[config.mk]
export PLATFORM = sky130hd
export DESIGN_NAME = asp_host_tx
export DESIGN_NICKNAME = d
export VERILOG_FILES = /design/src/rtl/asp_host_tx.sv
export SDC_FILE = /design/constraint.sdc
export NUM_CORES = 1
export LEC_CHECK = 0
export CAP_MARGIN = 20
export CORE_UTILIZATION = 55
export CTS_BUF_LIST = sky130_fd_sc_hd__clkbuf_16
export DETAILED_ROUTE_END_ITERATION = 12
export GPL_TIMING_DRIVEN = 0
export PLACE_DENSITY = 0.79
export SYNTH_ARGS = -nofsm -noshare
export SYNTH_HDL_FRONTEND = slang
export SYNTH_SLANG_ARGS = --single-unit
[constraint.sdc]
create_clock -name clk -period 2.4 [get_ports clk]
set_input_delay 0.48 -clock clk [delete_from_list [all_inputs] [get_ports clk]]
set_output_delay 0.48 -clock clk [all_outputs]
set_load 0.01 [all_outputs]
[src/rtl/asp_host_tx.sv]
// asp_host_tx
//   Host-side transmit buffer. Host words are stored in a small FIFO together
//   with an even-parity bit. The parity bit can be deliberately corrupted for
//   error-path testing. An issue FSM (IDLE -> ISSUE -> GAP -> IDLE) sends one
//   buffered word per ISSUE cycle. It then waits gap_cycles idle cycles before
//   the next word can go out.
//
// Ports
//   clk                    single clock, rising edge
//   reset                  asynchronous, active-high; clears all state
//   host_valid_in          host offers host_data_in this cycle
//   host_data_in           payload, data_size bits
//   host_err_inject_in     invert the stored parity bit of this push
//   hold_in                downstream stall, only looked at while IDLE
//   host_ready_out         FIFO not full (from the registered count)
//   data_parity_ready_out  one-cycle strobe, high during ISSUE
//   data_parity_out        {payload, parity}; zero when the strobe is low
//   fifo_count_out         words currently buffered, 0..fifo_depth
//   overflow_out           sticky: host pushed while the FIFO was full
module asp_host_tx #(
  parameter int data_size  = 16,
  parameter int fifo_depth = 4,   // power of two, >= 2
  parameter int gap_cycles = 1    // 0..15
) (
  input  logic                          clk,
  input  logic                          reset,
  input  logic                          host_valid_in,
  input  logic [data_size-1:0]          host_data_in,
  input  logic                          host_err_inject_in,
  input  logic                          hold_in,
  output logic                          host_ready_out,
  output logic                          data_parity_ready_out,
  output logic [data_size:0]            data_parity_out,
  output logic [$clog2(fifo_depth):0]   fifo_count_out,
  output logic                          overflow_out
);

  localparam int AW = $clog2(fifo_depth);
  localparam logic [AW:0] FULL_COUNT = (AW+1)'(fifo_depth);
  localparam logic [3:0]  GAP_LAST   = (gap_cycles > 0) ? 4'(gap_cycles - 1) : 4'd0;

  typedef enum logic [1:0] {IDLE, ISSUE, GAP} state_t;

  state_t              state_q, state_d;
  logic [3:0]          gap_cnt_q, gap_cnt_d;
  logic [AW-1:0]       wr_ptr_q, wr_ptr_d;
  logic [AW-1:0]       rd_ptr_q, rd_ptr_d;
  logic [AW:0]         count_q, count_d;
  logic                overflow_q, overflow_d;
  logic [data_size:0]  mem [fifo_depth];

  logic push;
  logic pop;

  // Ready comes from the registered count only. A full FIFO that pops this
  // cycle still refuses the push.
  assign host_ready_out = (count_q != FULL_COUNT);
  assign push           = host_valid_in && host_ready_out;
  // The head leaves at the end of the single ISSUE cycle.
  assign pop            = (state_q == ISSUE);

  // NOTE: every variable assigned here gets a default first, so no path can
  // leave it unassigned and infer a latch.
  always_comb begin
    state_d    = state_q;
    gap_cnt_d  = gap_cnt_q;
    wr_ptr_d   = wr_ptr_q;
    rd_ptr_d   = rd_ptr_q;
    count_d    = count_q;
    overflow_d = overflow_q | (host_valid_in & ~host_ready_out);

    // Pointers are exactly AW bits wide, so they wrap modulo fifo_depth.
    if (push) wr_ptr_d = wr_ptr_q + 1'b1;
    if (pop)  rd_ptr_d = rd_ptr_q + 1'b1;

    case ({push, pop})
      2'b10:   count_d = count_q + 1'b1;
      2'b01:   count_d = count_q - 1'b1;
      default: count_d = count_q;
    endcase

    unique case (state_q)
      IDLE: begin
        if ((count_q != '0) && !hold_in) state_d = ISSUE;
      end
      ISSUE: begin
        gap_cnt_d = '0;
        state_d   = (gap_cycles > 0) ? GAP : IDLE;
      end
      GAP: begin
        if (gap_cnt_q == GAP_LAST) begin
          state_d = IDLE;
        end else begin
          gap_cnt_d = gap_cnt_q + 1'b1;
        end
      end
      default: state_d = IDLE;
    endcase
  end

  // NOTE: sequential state uses non-blocking assignments only, so every
  // register samples the values from before the edge.
  always_ff @(posedge clk or posedge reset) begin
    if (reset) begin
      state_q    <= IDLE;
      gap_cnt_q  <= '0;
      wr_ptr_q   <= '0;
      rd_ptr_q   <= '0;
      count_q    <= '0;
      overflow_q <= 1'b0;
    end else begin
      state_q    <= state_d;
      gap_cnt_q  <= gap_cnt_d;
      wr_ptr_q   <= wr_ptr_d;
      rd_ptr_q   <= rd_ptr_d;
      count_q    <= count_d;
      overflow_q <= overflow_d;
    end
  end

  // NOTE: the storage array has no reset. Zeroed pointers and count make old
  // contents unreachable, and leaving the reset off keeps it a plain RAM.
  always_ff @(posedge clk) begin
    if (push) mem[wr_ptr_q] <= {host_data_in, (^host_data_in) ^ host_err_inject_in};
  end

  assign data_parity_ready_out = pop;
  assign data_parity_out       = pop ? mem[rd_ptr_q] : '0;
  assign fifo_count_out        = count_q;
  assign overflow_out          = overflow_q;

endmodule
==> flow_metrics.py, run 1 <==
metrics = {
    "run_status": {
        "status": "finished, final reports clean",
    },
    "setup_path": {
        "startpoint_type": "flop",
        "worst_setup_path_end_kind": "primary output",
        "crit_chain": "buf_6 > buf_12 > mux4_1 > and2_1 > clkdlybuf4s15_1",
        "max_fanout_on_critical_path": 6,
        "r2r_start": "state_q[1]",
        "worst-r2r-setup-slack_ps": 290,
        "worst-r2r-cell-count": 10,
        "worstReg2RegEnd": "fifo_count_out[2]",
        "timing_worst_setup_path_type": "flop to primary output",
        "critPathRequiredTime_ps": 1920,
        "cp_data_arrival_time_ps": 1860,
        "critPathMaxStageDelay_ps": 520,
        "critical-path-slowest-cell": "mux4_1",
    },
    "detailed_routing": {
        "drtPass1Iterations": 4,
        "dr.first_iter.drc_count": 100,
        "drt_drc_violations_left": 0,
        "post_drt_wl_per_cell_um": 18.8,
        "antenna_violating_nets_left": 0,
        "detailroute.via_count": 1879,
        "route.detailed.vias_per_inst": 5.53,
        "routed_wl_mm": 6.38,
    },
    "placement": {
        "post-place-cells": 315,
        "port_buf_inserts": 43,
        "gpl.final_weighted_congestion": 0.757,
        "place_hpwl_mm": 3.69,
    },
    "floorplan": {
        "num_rows": 28,
        "die-area_sq_um": 6730,
        "placeable_core_region_sq_um": 6060,
        "start_util": 0.582,
        "floorplan_die_width_um": 82.1,
        "die_height_um": 82.1,
        "number_of_placed_i_o_pins": 44,
    },
    "yosys": {
        "avgSynthCellArea_sq_um": 17.9,
        "synth_edf_count": 68,
        "synthDominantAreaCellType": "edfxtp_1",
        "synth_xor_xnor_area_share": 0.0586,
        "synth_fa_ha_area_frac": 0.0305,
        "synth_compound_gate_area_share": 0.0153,
        "synth_seq_area_share": 0.678,
        "syn-num-nets": 226,
        "combined_area_of_all_synthesized_cells_sq_um": 3530,
        "ys_types": 34,
        "synth-async-reset-ratio": 0.171,
        "yosys_register_bits": 82,
        "fraction_of_the_mapped_netlist_area_in_simple_logic_gates": 0.0678,
        "ys.flop_type": "edfxtp_1",
        "synthCells": 197,
        "post_synth_main_area_contributors": "edfxtp_1, dfrtp_1, mux4_1, mux4_2, xnor2_1",
        "proportion_of_netlist_area_held_by_the_largest_area_contributor": 0.579,
        "yosys_warnings": 0,
        "post_synth_mux_area_share": 0.124,
        "synth_top_family_by_area": "multiplexers",
    },
    "global_routing": {
        "largest_net_degree_at_the_start_of_global_routing": 18,
        "grt.total_usage": 0.216,
        "global_route_wire_length_before_repair_mm": 9.78,
        "globalRouteOverflowTotal": 0,
        "grt_pass1_vias": 1951,
        "grt_antenna_before_repair": 0,
    },
    "pwr": {
        "power.leakage_nw": 1.69,
        "max-vdd-ir-drop_mv": 0.911,
        "power.density_cell_area_nw_per_um2": 1180,
    },
    "sta": {
        "clock-skew-final_ps": 3.22,
        "timing.final.crit_share": 0.977,
        "setup-violations-final": 0,
        "timing.fmax_ghz": 0.427,
        "final_hold_viol_count": 0,
        "final.setup.tns_ps": 0,
        "timing.max_slew.rel_slack": 0.371,
        "tightestPinTransition_ps": 944,
        "final_max_slew_viol_count": 0,
        "finalCriticalPeriod_ps": 2340,
        "rsz0062_at_grt": "false",
    },
    "clocking": {
        "tritoncts_clock_tree": "built",
        "numClockSinks": 82,
        "path_clk_slew_ps": 60,
        "clk-insertion-delay-late_ps": 330,
        "numCtsBuffers": 9,
        "cts.path.max_buffers": 2,
        "cts_hold_repair.buffers": 0,
        "ctsRootBufferMaster": "clkbuf_16",
        "htreeDepth": 3,
    },
    "layout": {
        "layout.nets": 289,
        "antenna_cells_inserted": 0,
        "layout_cells_excl_fill": 340,
        "layout-drive-gt1-share": 0.253,
        "areaGrowthSynthToFinish_pct": 25.3,
        "fillCellCount": 377,
    },
    "worst_hold_path": {
        "hold_path_startpoint": "overflow_out",
        "holdCritPathClass": "flop to flop",
        "worstHoldEndpoint": "overflow_out",
        "holdPathStages": 1,
    },
    "flow_run": {
        "drv.max_cap_violation_count": 0,
    },
}
cells by family (layout without fill, tap and decap cells):
| kind of cell | after synthesis | in the layout |
|---|---|---|
| adders and majority gates | 8 | 8 |
| AOI/OAI and AO/OA | 8 | 8 |
| muxes | 19 | 19 |
| DFF | 82 | 82 |
| xor gates and xnor gates | 22 | 22 |
| buffers and inverters | 16 | 84 |
| and+or+nand+nor | 42 | 42 |
through the flow:
stage | hold slack (ps) | utilization | total power, mW | setup slack (ps) | cell area [sq um]
4_1_cts | 471 | 0.730 | 5.24 | -8.85 | 4420
5_1_grt | 510 | 0.729 | 5.49 | 2.58 | 4420
2_1_floorplan | 369 | - | 3.13 | 309 | 3530
3_5_place_dp | 457 | 0.668 | 3.77 | -105 | 4050
3_3_place_gp | 450 | 0.668 | 3.71 | -102 | 4050
6_report | 468 | 0.729 | 5.23 | 56.1 | 4420
synthesized netlist by cell type (all sizes together), types with 2 or more instances:
library cell	count
buf	6
nand3	3
o21ai	2
xnor2	17
edfxtp	68
ha	7
and2	17
inv	9
xor2	4
a31o	2
nor2	3
mux4	17
dfrtp	14
and3	5
nand2	7
report_power, final:
group	total [mW]	leakage [nW]	internal, mW	switching [mW]
clock network	1.25	0.137	0.708	0.545
registers	2.05	0.796	1.92	0.125
logic	1.93	0.761	1.04	0.888
total	5.23	1.69	3.67	1.56
registers in the layout (all words and copies together), names as in the netlist:
signal / cells
mem: 68
gap_cnt_q: 4
fifo_count_out: 3
rd_ptr_q: 2
state_q: 2
wr_ptr_q: 2
overflow_out: 1
worst max-delay path by stage:
stage                 from                   to  slack [ps]  cells past startpoint
5_1_grt        rd_ptr_q[0]  data_parity_out[11]           3                      5
3_5_place_dp    state_q[1]   data_parity_out[0]        -110                      6
3_3_place_gp    state_q[1]   data_parity_out[0]        -100                      6
6_report       rd_ptr_q[0]  data_parity_out[14]          60                      5
2_1_floorplan   state_q[1]    fifo_count_out[2]         310                     10
4_1_cts        rd_ptr_q[0]  data_parity_out[12]          -9                      5
cell type report:
class / instances / area, sq um / share of cell area
Timing Repair Buffer: 52 / 485 / 0.110
Multi-Input combinational cell: 99 / 1070 / 0.242
Clock buffer: 9 / 225 / 0.0510
Buffer: 7 / 66.3 / 0.0150
Clock inverter: 7 / 52.6 / 0.0119
Inverter: 9 / 33.8 / 0.00765
Sequential cell: 82 / 2390 / 0.541
Tap cell: 75 / 93.8 / 0.0212
critical path: cells and delay by family, from the launching register on:
family | cells | cell delay, ps
buffers and inverters | 3 | 490
flip-flops | 1 | 350
multiplexers | 1 | 520
AND/OR/NAND/NOR | 1 | 180
layout by cell type (no fill, tap or decap), types with 2 or more instances in the layout:
cell             Yosys  routed
a31o_2               2       2
xnor2_1             17      17
buf_6                1       7
and2_4               0       8
buf_2                4       8
inv_6                0       3
edfxtp_1            68      68
dfrtp_1             14      14
clkdlybuf4s50_1      0      25
ha_1                 7       7
nand3_1              3       3
clkinv_2             0       2
nand2_1              7       7
xor2_1               4       4
and3_1               5       5
nor2_1               3       3
clkbuf_16            0       9
clkdlybuf4s15_1      0       2
clkbuf_2             0       4
and2_1              17       9
buf_12               1       2
inv_1                9       8
dlygate4sd2_1        0       3
buf_4                0       6
mux4_2               8       9
o21ai_0              2       2
mux4_1               9       8
repair_timing:
action	in CTS	in global routing
gates resized for setup	60	16
pin swaps	3	5
endpoints found under the setup margin	19	12
gates cloned	1	0
buffers inserted	8	0
routing by layer:
layer,GRT usage,part of all wire,up-vias
li1,-,-,874
met1,0.243,0.39,952
met2,0.379,0.55,47
met3,0.0722,0.050,6
met4,0.0807,0.010,0
met5,0,0,-
Power figures use the tool's default switching activity.
==> inputs of run 2 (changes only) <==
--- a/config.mk
+++ b/config.mk
@@ -10,7 +10,7 @@
 export CTS_BUF_LIST = sky130_fd_sc_hd__clkbuf_16
 export DETAILED_ROUTE_END_ITERATION = 12
 export GPL_TIMING_DRIVEN = 0
-export PLACE_DENSITY = 0.79
+export PLACE_DENSITY_LB_ADDON = 0.2
 export SYNTH_ARGS = -nofsm -noshare
 export SYNTH_HDL_FRONTEND = slang
 export SYNTH_SLANG_ARGS = --single-unit
==> run 2 against run 1 <==
Critical path depth is 2 higher; clock skew is 2.3 ps higher; critical endpoint unchanged; register-to-register slack better by 20 ps; highest routed layer unchanged; critical path type unchanged.
==> flow_metrics.py, run 2 (synthesis results as in run 1) <==
metrics = {
    "run_status": {
        "status": "finished, final reports clean",
    },
    "floorplan": {
        "floorplan_die_width_um": 82.1,
        "start_util": 0.582,
        "num_rows": 28,
        "number_of_placed_i_o_pins": 44,
        "die-area_sq_um": 6730,
        "die_height_um": 82.1,
        "placeable_core_region_sq_um": 6060,
    },
    "sta": {
        "rsz0062_at_grt": "true",
        "tightestPinTransition_ps": 956,
        "setup-violations-final": 0,
        "timing.final.crit_share": 0.986,
        "final_max_slew_viol_count": 0,
        "finalHoldWorstSlack_ps": 473,
        "clock-skew-final_ps": 5.56,
        "timing.max_slew.rel_slack": 0.363,
        "finalCriticalPeriod_ps": 2370,
        "timing.fmax_ghz": 0.423,
        "final.setup.tns_ps": 0,
        "final_hold_viol_count": 0,
    },
    "clocking": {
        "path_clk_slew_ps": 60,
        "htreeDepth": 3,
        "numClockSinks": 82,
        "cts.path.max_buffers": 2,
        "clk-insertion-delay-late_ps": 330,
        "cts_hold_repair.buffers": 0,
        "numCtsBuffers": 9,
        "tritoncts_clock_tree": "built",
        "ctsRootBufferMaster": "clkbuf_16",
    },
    "placement": {
        "place_hpwl_mm": 3.70,
        "port_buf_inserts": 43,
        "gpl.final_weighted_congestion": 0.704,
    },
    "setup_path": {
        "r2r_start": "state_q[1]",
        "worst_setup_path_end_kind": "primary output",
        "critical-path-slowest-cell": "mux4_2",
        "worst-r2r-cell-count": 10,
        "startpoint_type": "flop",
        "critPathMaxStageDelay_ps": 410,
        "path_buf_inv": 5,
        "max_fanout_on_critical_path": 6,
        "critical-path-top-delay-family": "buffers and inverters",
        "cp_data_arrival_time_ps": 1890,
        "crit_chain": "buf_6 > buf_6 > buf_6 > buf_6 > mux4_2 > and2_4 > buf_6",
        "worst-r2r-setup-slack_ps": 310,
        "critPathRequiredTime_ps": 1920,
        "path_common_cell": "buf_6",
        "worstReg2RegEnd": "fifo_count_out[2]",
        "timing_worst_setup_path_type": "flop to primary output",
    },
    "pwr": {
        "power.density_cell_area_nw_per_um2": 1200,
        "max-vdd-ir-drop_mv": 0.636,
        "power.leakage_nw": 1.71,
    },
    "layout": {
        "layout-drive-gt1-share": 0.264,
        "area_of_the_multi_input_gates_sq_um": 1050,
        "fillCellCount": 378,
        "max_flop_register": "mem",
        "areaGrowthSynthToFinish_pct": 27.1,
        "mostFrequentLayoutCells": "edfxtp_1, clkdlybuf4s50_1, xnor2_1, dfrtp_1, mux4_2",
        "largest_register_ff_count": 68,
        "final_common_cell": "edfxtp_1",
        "antenna_cells_inserted": 0,
        "layout.nets": 294,
        "sequential_standard_cell_area_sq_um": 2390,
    },
    "detailed_routing": {
        "post_drt_wl_per_cell_um": 18.4,
        "drtPass1Iterations": 4,
        "drt_drc_violations_left": 0,
        "detailroute.via_count": 1870,
        "dr.first_iter.drc_count": 113,
        "routed_wl_mm": 6.32,
        "route.detailed.vias_per_inst": 5.44,
        "antenna_violating_nets_left": 0,
    },
    "worst_hold_path": {
        "holdCritPathClass": "flop to flop",
        "hold_path_startpoint": "overflow_out",
        "holdPathStages": 1,
        "worstHoldEndpoint": "overflow_out",
    },
    "global_routing": {
        "globalRouteOverflowTotal": 0,
        "global_route_wire_length_before_repair_mm": 9.70,
        "grt_antenna_before_repair": 0,
        "grt.total_usage": 0.212,
        "grt_pass1_vias": 1889,
        "largest_net_degree_at_the_start_of_global_routing": 18,
    },
    "flow_run": {
        "drv.max_cap_violation_count": 0,
    },
}
==> run 2: changes by cell type in the layout (fill, tap and decap cells not counted), moves of 2 or more <==
cell and change:
buf_4 +3, buf_6 +4, clkbuf_2 -4, clkdlybuf4s15_1 +3
dlygate4sd2_1 -2, inv_6 -3, mux4_1 -3, mux4_2 +3
==> run 2: layout make-up <==
cell class,instances,share of cell area
sequential,82,0.534
inverter,9,0.00809
multi-input combinational,99,0.235
timing repair buffer,57,0.124
tap,75,0.0209
buffer,7,0.0156
clock buffer,9,0.0502
clock inverter,6,0.0131
==> run 2: report_power, final <==
part | switching (mW) | internal (mW)
sequential | 0.123 | 1.92
combinational | 0.905 | 1.12
clock | 0.512 | 0.791
==> run 2: metal layers <==
layer / up-vias / GRT usage / routed length, um
met5: - / 0 / 0
met4: 0 / 0.104 / 94
met3: 10 / 0.0344 / 207
met2: 45 / 0.345 / 3180
met1: 932 / 0.279 / 2830
li1: 883 / - / -
==> run 2: worst max-delay path by stage <==
| stage | start | to | slack (ps) | depth (start not counted) |
|---|---|---|---|---|
| after floorplan | state_q[1] | fifo_count_out[2] | 310 | 10 |
| after global placement | state_q[1] | data_parity_out[0] | -120 | 6 |
| after detailed placement | state_q[1] | data_parity_out[0] | -150 | 6 |
| after CTS | rd_ptr_q[0] | data_parity_out[12] | 0.8 | 7 |
| after global routing | rd_ptr_q[0] | data_parity_out[14] | -30 | 7 |
| final | rd_ptr_q[0] | data_parity_out[14] | 30 | 7 |
==> run 2: what timing repair did <==
action / CTS / global route
setup buffers: 11 / 2
cloned: 1 / 0
setup endpoints to repair: 19 / 16
pin swaps: 3 / 6
gates resized for setup: 67 / 18
==> run 2: metrics by stage <==
step / area [sq um] / worst slack, ps / std cells / util / total power [mW]
2_1_floorplan: 3530 / 309 / 197 / - / 3.13
3_3_place_gp: 4050 / -124 / 315 / 0.668 / 3.72
3_5_place_dp: 4050 / -146 / 315 / 0.668 / 3.77
4_1_cts: 4420 / 0.841 / 342 / 0.730 / 5.29
5_1_grt: 4480 / -25.1 / 344 / 0.740 / 5.65
6_report: 4480 / 33.7 / 344 / 0.740 / 5.37
==> run 2: worst reg2reg max path: cells and delay by family, from the launching register on <==
family / cells / cell delay (ps)
adder cells (fa/ha/maj): 2 / 560
AND/OR/NAND/NOR: 2 / 350
flip-flops: 1 / 350
buffers and inverters: 4 / 480
XOR/XNOR: 2 / 300
==> inputs of run 3 (changes only) <==
--- a/config.mk
+++ b/config.mk
@@ -5,6 +5,7 @@
 export SDC_FILE = /design/constraint.sdc
 export NUM_CORES = 1
 export LEC_CHECK = 0
+export ABC_AREA = 1
 export CAP_MARGIN = 20
 export CORE_UTILIZATION = 55
 export CTS_BUF_LIST = sky130_fd_sc_hd__clkbuf_16
==> run 3 against run 2 <==
The flow now finishes with violations (design-rule violations); sequential power decreased by 2%; flip-flop and latch count unchanged; largest cell class unchanged; clock power increased by 5%; die area increased by 4.6%; clock-buffer cell count unchanged; synthesized area increased by 4.7%.
==> flow_metrics.py, run 3 <==
metrics = {
    "sta": {
        "setup-violations-final": 0,
        "finalHoldWorstSlack_ps": 452,
        "timing.max_slew.rel_slack": 0.618,
        "clock-skew-final_ps": 5.39,
        "final_hold_viol_count": 0,
        "final_max_slew_viol_count": 0,
        "timing.final.crit_share": 0.929,
        "rsz0062_at_grt": "false",
        "finalCriticalPeriod_ps": 2230,
        "final.setup.tns_ps": 0,
        "tightestPinTransition_ps": 573,
        "timing.fmax_ghz": 0.448,
    },
    "run_status": {
        "status": "finished, violations left",
        "failed_checks": "design-rule violations",
    },
    "yosys": {
        "ys.flop_type": "edfxtp_1",
        "post_synth_mux_area_share": 0,
        "synth_fa_ha_area_frac": 0.0292,
        "synth-async-reset-ratio": 0.171,
        "synthCells": 337,
        "synth_edf_count": 68,
        "synth_compound_gate_area_share": 0.0864,
        "synth_seq_area_share": 0.648,
        "yosys_warnings": 0,
        "synth_most_common_cell": "nor2_1",
        "proportion_of_netlist_area_held_by_the_largest_area_contributor": 0.553,
        "synth_top_family_by_area": "simple AND/OR/NAND/NOR gates",
        "synth_xor_xnor_area_share": 0.0427,
        "post_synth_main_area_contributors": "edfxtp_1, dfrtp_1, nor2_1, nand2_1, o21ai_0",
        "synthDominantAreaCellType": "edfxtp_1",
        "fraction_of_the_mapped_netlist_area_in_simple_logic_gates": 0.139,
        "ys_types": 26,
        "avgSynthCellArea_sq_um": 11.0,
        "most_numerous_cell_types_in_the_synthesized_netlist": "nor2_1, edfxtp_1, nand2_1",
        "yosys_register_bits": 82,
        "syn-num-nets": 366,
        "combined_area_of_all_synthesized_cells_sq_um": 3690,
    },
    "setup_path": {
        "cp_data_arrival_time_ps": 1750,
        "worstReg2RegEnd": "fifo_count_out[2]",
        "worst-r2r-setup-slack_ps": 400,
        "critPathRequiredTime_ps": 1920,
        "worst_setup_path_end_kind": "primary output",
        "worst-r2r-cell-count": 9,
        "worst_setup_path_startpoint": "rd_ptr_q[1]",
        "path_buf_inv": 4,
        "crit_chain": "buf_4 > inv_2 > buf_6 > nor2_1 > o21ai_0 > a21oi_1 > dlygate4sd2_1",
        "critical-path-top-delay-family": "buffers and inverters",
        "r2r_start": "fifo_count_out[0]",
        "startpoint_type": "flop",
        "timing_worst_setup_path_type": "flop to primary output",
        "critical-path-slowest-cell": "dfrtp_1",
        "max_fanout_on_critical_path": 10,
        "critPathMaxStageDelay_ps": 330,
    },
    "clocking": {
        "clk-insertion-delay-late_ps": 330,
        "numClockSinks": 82,
        "path_clk_slew_ps": 60,
        "cts.path.max_buffers": 2,
        "cts_hold_repair.buffers": 0,
        "ctsRootBufferMaster": "clkbuf_16",
        "numCtsBuffers": 9,
        "htreeDepth": 3,
        "tritoncts_clock_tree": "built",
    },
    "placement": {
        "port_buf_inserts": 43,
        "post-place-cells": 461,
        "gpl.final_weighted_congestion": 0.765,
        "dpl-instance-area_sq_um": 4290,
        "place_hpwl_mm": 4.77,
    },
    "floorplan": {
        "number_of_placed_i_o_pins": 44,
        "placeable_core_region_sq_um": 6420,
        "die_height_um": 83.9,
        "num_rows": 29,
        "start_util": 0.575,
        "die-area_sq_um": 7040,
        "floorplan_die_width_um": 83.9,
    },
    "worst_hold_path": {
        "worstHoldEndpoint": "state_q[0]",
        "holdCritPathClass": "flop to flop",
        "hold_path_startpoint": "state_q[0]",
        "holdPathStages": 1,
    },
    "global_routing": {
        "grt_util_met3": 0.0386,
        "grt.total_usage": 0.242,
        "global_route_wire_length_before_repair_mm": 12.8,
        "global_route.usage.met1": 0.320,
        "grt_antenna_before_repair": 0,
        "globalRouteOverflowTotal": 0,
        "largest_net_degree_at_the_start_of_global_routing": 18,
        "grt_pass1_vias": 2623,
        "grt_util_met2": 0.399,
        "grt.busiest_layer": "met2",
    },
    "detailed_routing": {
        "drtPass1Iterations": 9,
        "drt_drc_violations_left": 6,
        "route.detailed.vias_per_inst": 5.30,
        "antenna_violating_nets_left": 0,
        "post_drt_wl_per_cell_um": 15.7,
        "dr.first_iter.drc_count": 158,
        "routed_wl_mm": 7.52,
        "detailroute.via_count": 2535,
    },
    "layout": {
        "layout.nets": 425,
        "finalInstanceArea_sq_um": 4630,
        "antenna_cells_inserted": 0,
        "layout_cells_excl_fill": 478,
        "max_flop_register": "mem",
        "areaGrowthSynthToFinish_pct": 25.3,
        "layout-drive-gt1-share": 0.132,
        "largest_register_ff_count": 68,
        "final_common_cell": "nor2_1",
        "fillCellCount": 449,
        "mostFrequentLayoutCells": "nor2_1, edfxtp_1, nand2_1, clkdlybuf4s50_1, o21ai_0",
    },
    "pwr": {
        "max-vdd-ir-drop_mv": 0.681,
        "post-layout-total-power_mw": 5.46,
        "power.density_cell_area_nw_per_um2": 1180,
        "power.leakage_nw": 1.90,
    },
    "flow_run": {
        "drv.max_cap_violation_count": 0,
    },
}
-- run 3: what timing repair did --
| action | 4_1_cts | 5_1_grt |
|---|---|---|
| buffers inserted | 1 | 0 |
| pin swaps | 1 | 0 |
| setup endpoints to repair | 17 | 4 |
| gates resized for setup | 22 | 4 |
-- run 3: area by class of cell --
type | count | area (sq um) | share of cell area
Multi-Input combinational cell | 215 | 1110 | 0.240
Clock inverter | 7 | 76.3 | 0.0165
Clock buffer | 9 | 225 | 0.0487
Timing Repair Buffer | 48 | 492 | 0.106
Buffer | 12 | 128 | 0.0276
Inverter | 28 | 108 | 0.0233
Sequential cell | 82 | 2390 | 0.517
Tap cell | 77 | 96.3 | 0.0208
-- run 3: routing by layer --
metal | up-vias | part of all wire | wire length (um)
li1 | 1255 | - | -
met1 | 1204 | 0.45 | 3370
met2 | 69 | 0.50 | 3720
met3 | 7 | 0.047 | 351
met4 | 0 | 0.0098 | 74
met5 | - | 0 | 0
-- run 3: worst register-to-register path, delay by kind of cell (launching register included) --
kind | cells | cell delay [ps]
AND/OR/NAND/NOR | 2 | 350
buffers and inverters | 2 | 180
adder cells (fa/ha/maj) | 2 | 550
AO/OA/AOI/OAI | 2 | 250
XOR/XNOR | 1 | 130
flip-flops | 1 | 420
-- run 3: worst max path at each step --
stage,to,slack [ps],cells past startpoint
after floorplan,mem[0][0],410,4
after global placement,mem[3][7],-440,3
after detailed placement,data_parity_out[10],120,6
after CTS,data_parity_out[15],3,6
after global routing,data_parity_out[10],10,7
final,data_parity_out[8],170,7
-- run 3: metrics by stage --
step,worst slack [ps],utilization
floorplan,410,-
global placement,-441,0.657
detailed placement,121,0.668
CTS,2.74,0.719
global route,12.8,0.720
finish,169,0.720
-- run 3: where the power goes --
group	internal [mW]	total [mW]	switching, mW
Combinational	0.858	2.10	1.24
Sequential	1.89	2.00	0.113
Clock	0.812	1.37	0.557
Total	3.56	5.46	1.91
-- run 3: cell families after synthesis --
family / count (synthesis)
buffers and inverters: 40
AO/OA/AOI/OAI: 62
XOR/XNOR: 18
adder cells (fa/ha/maj): 8
AND/OR/NAND/NOR: 127
flip-flops: 82
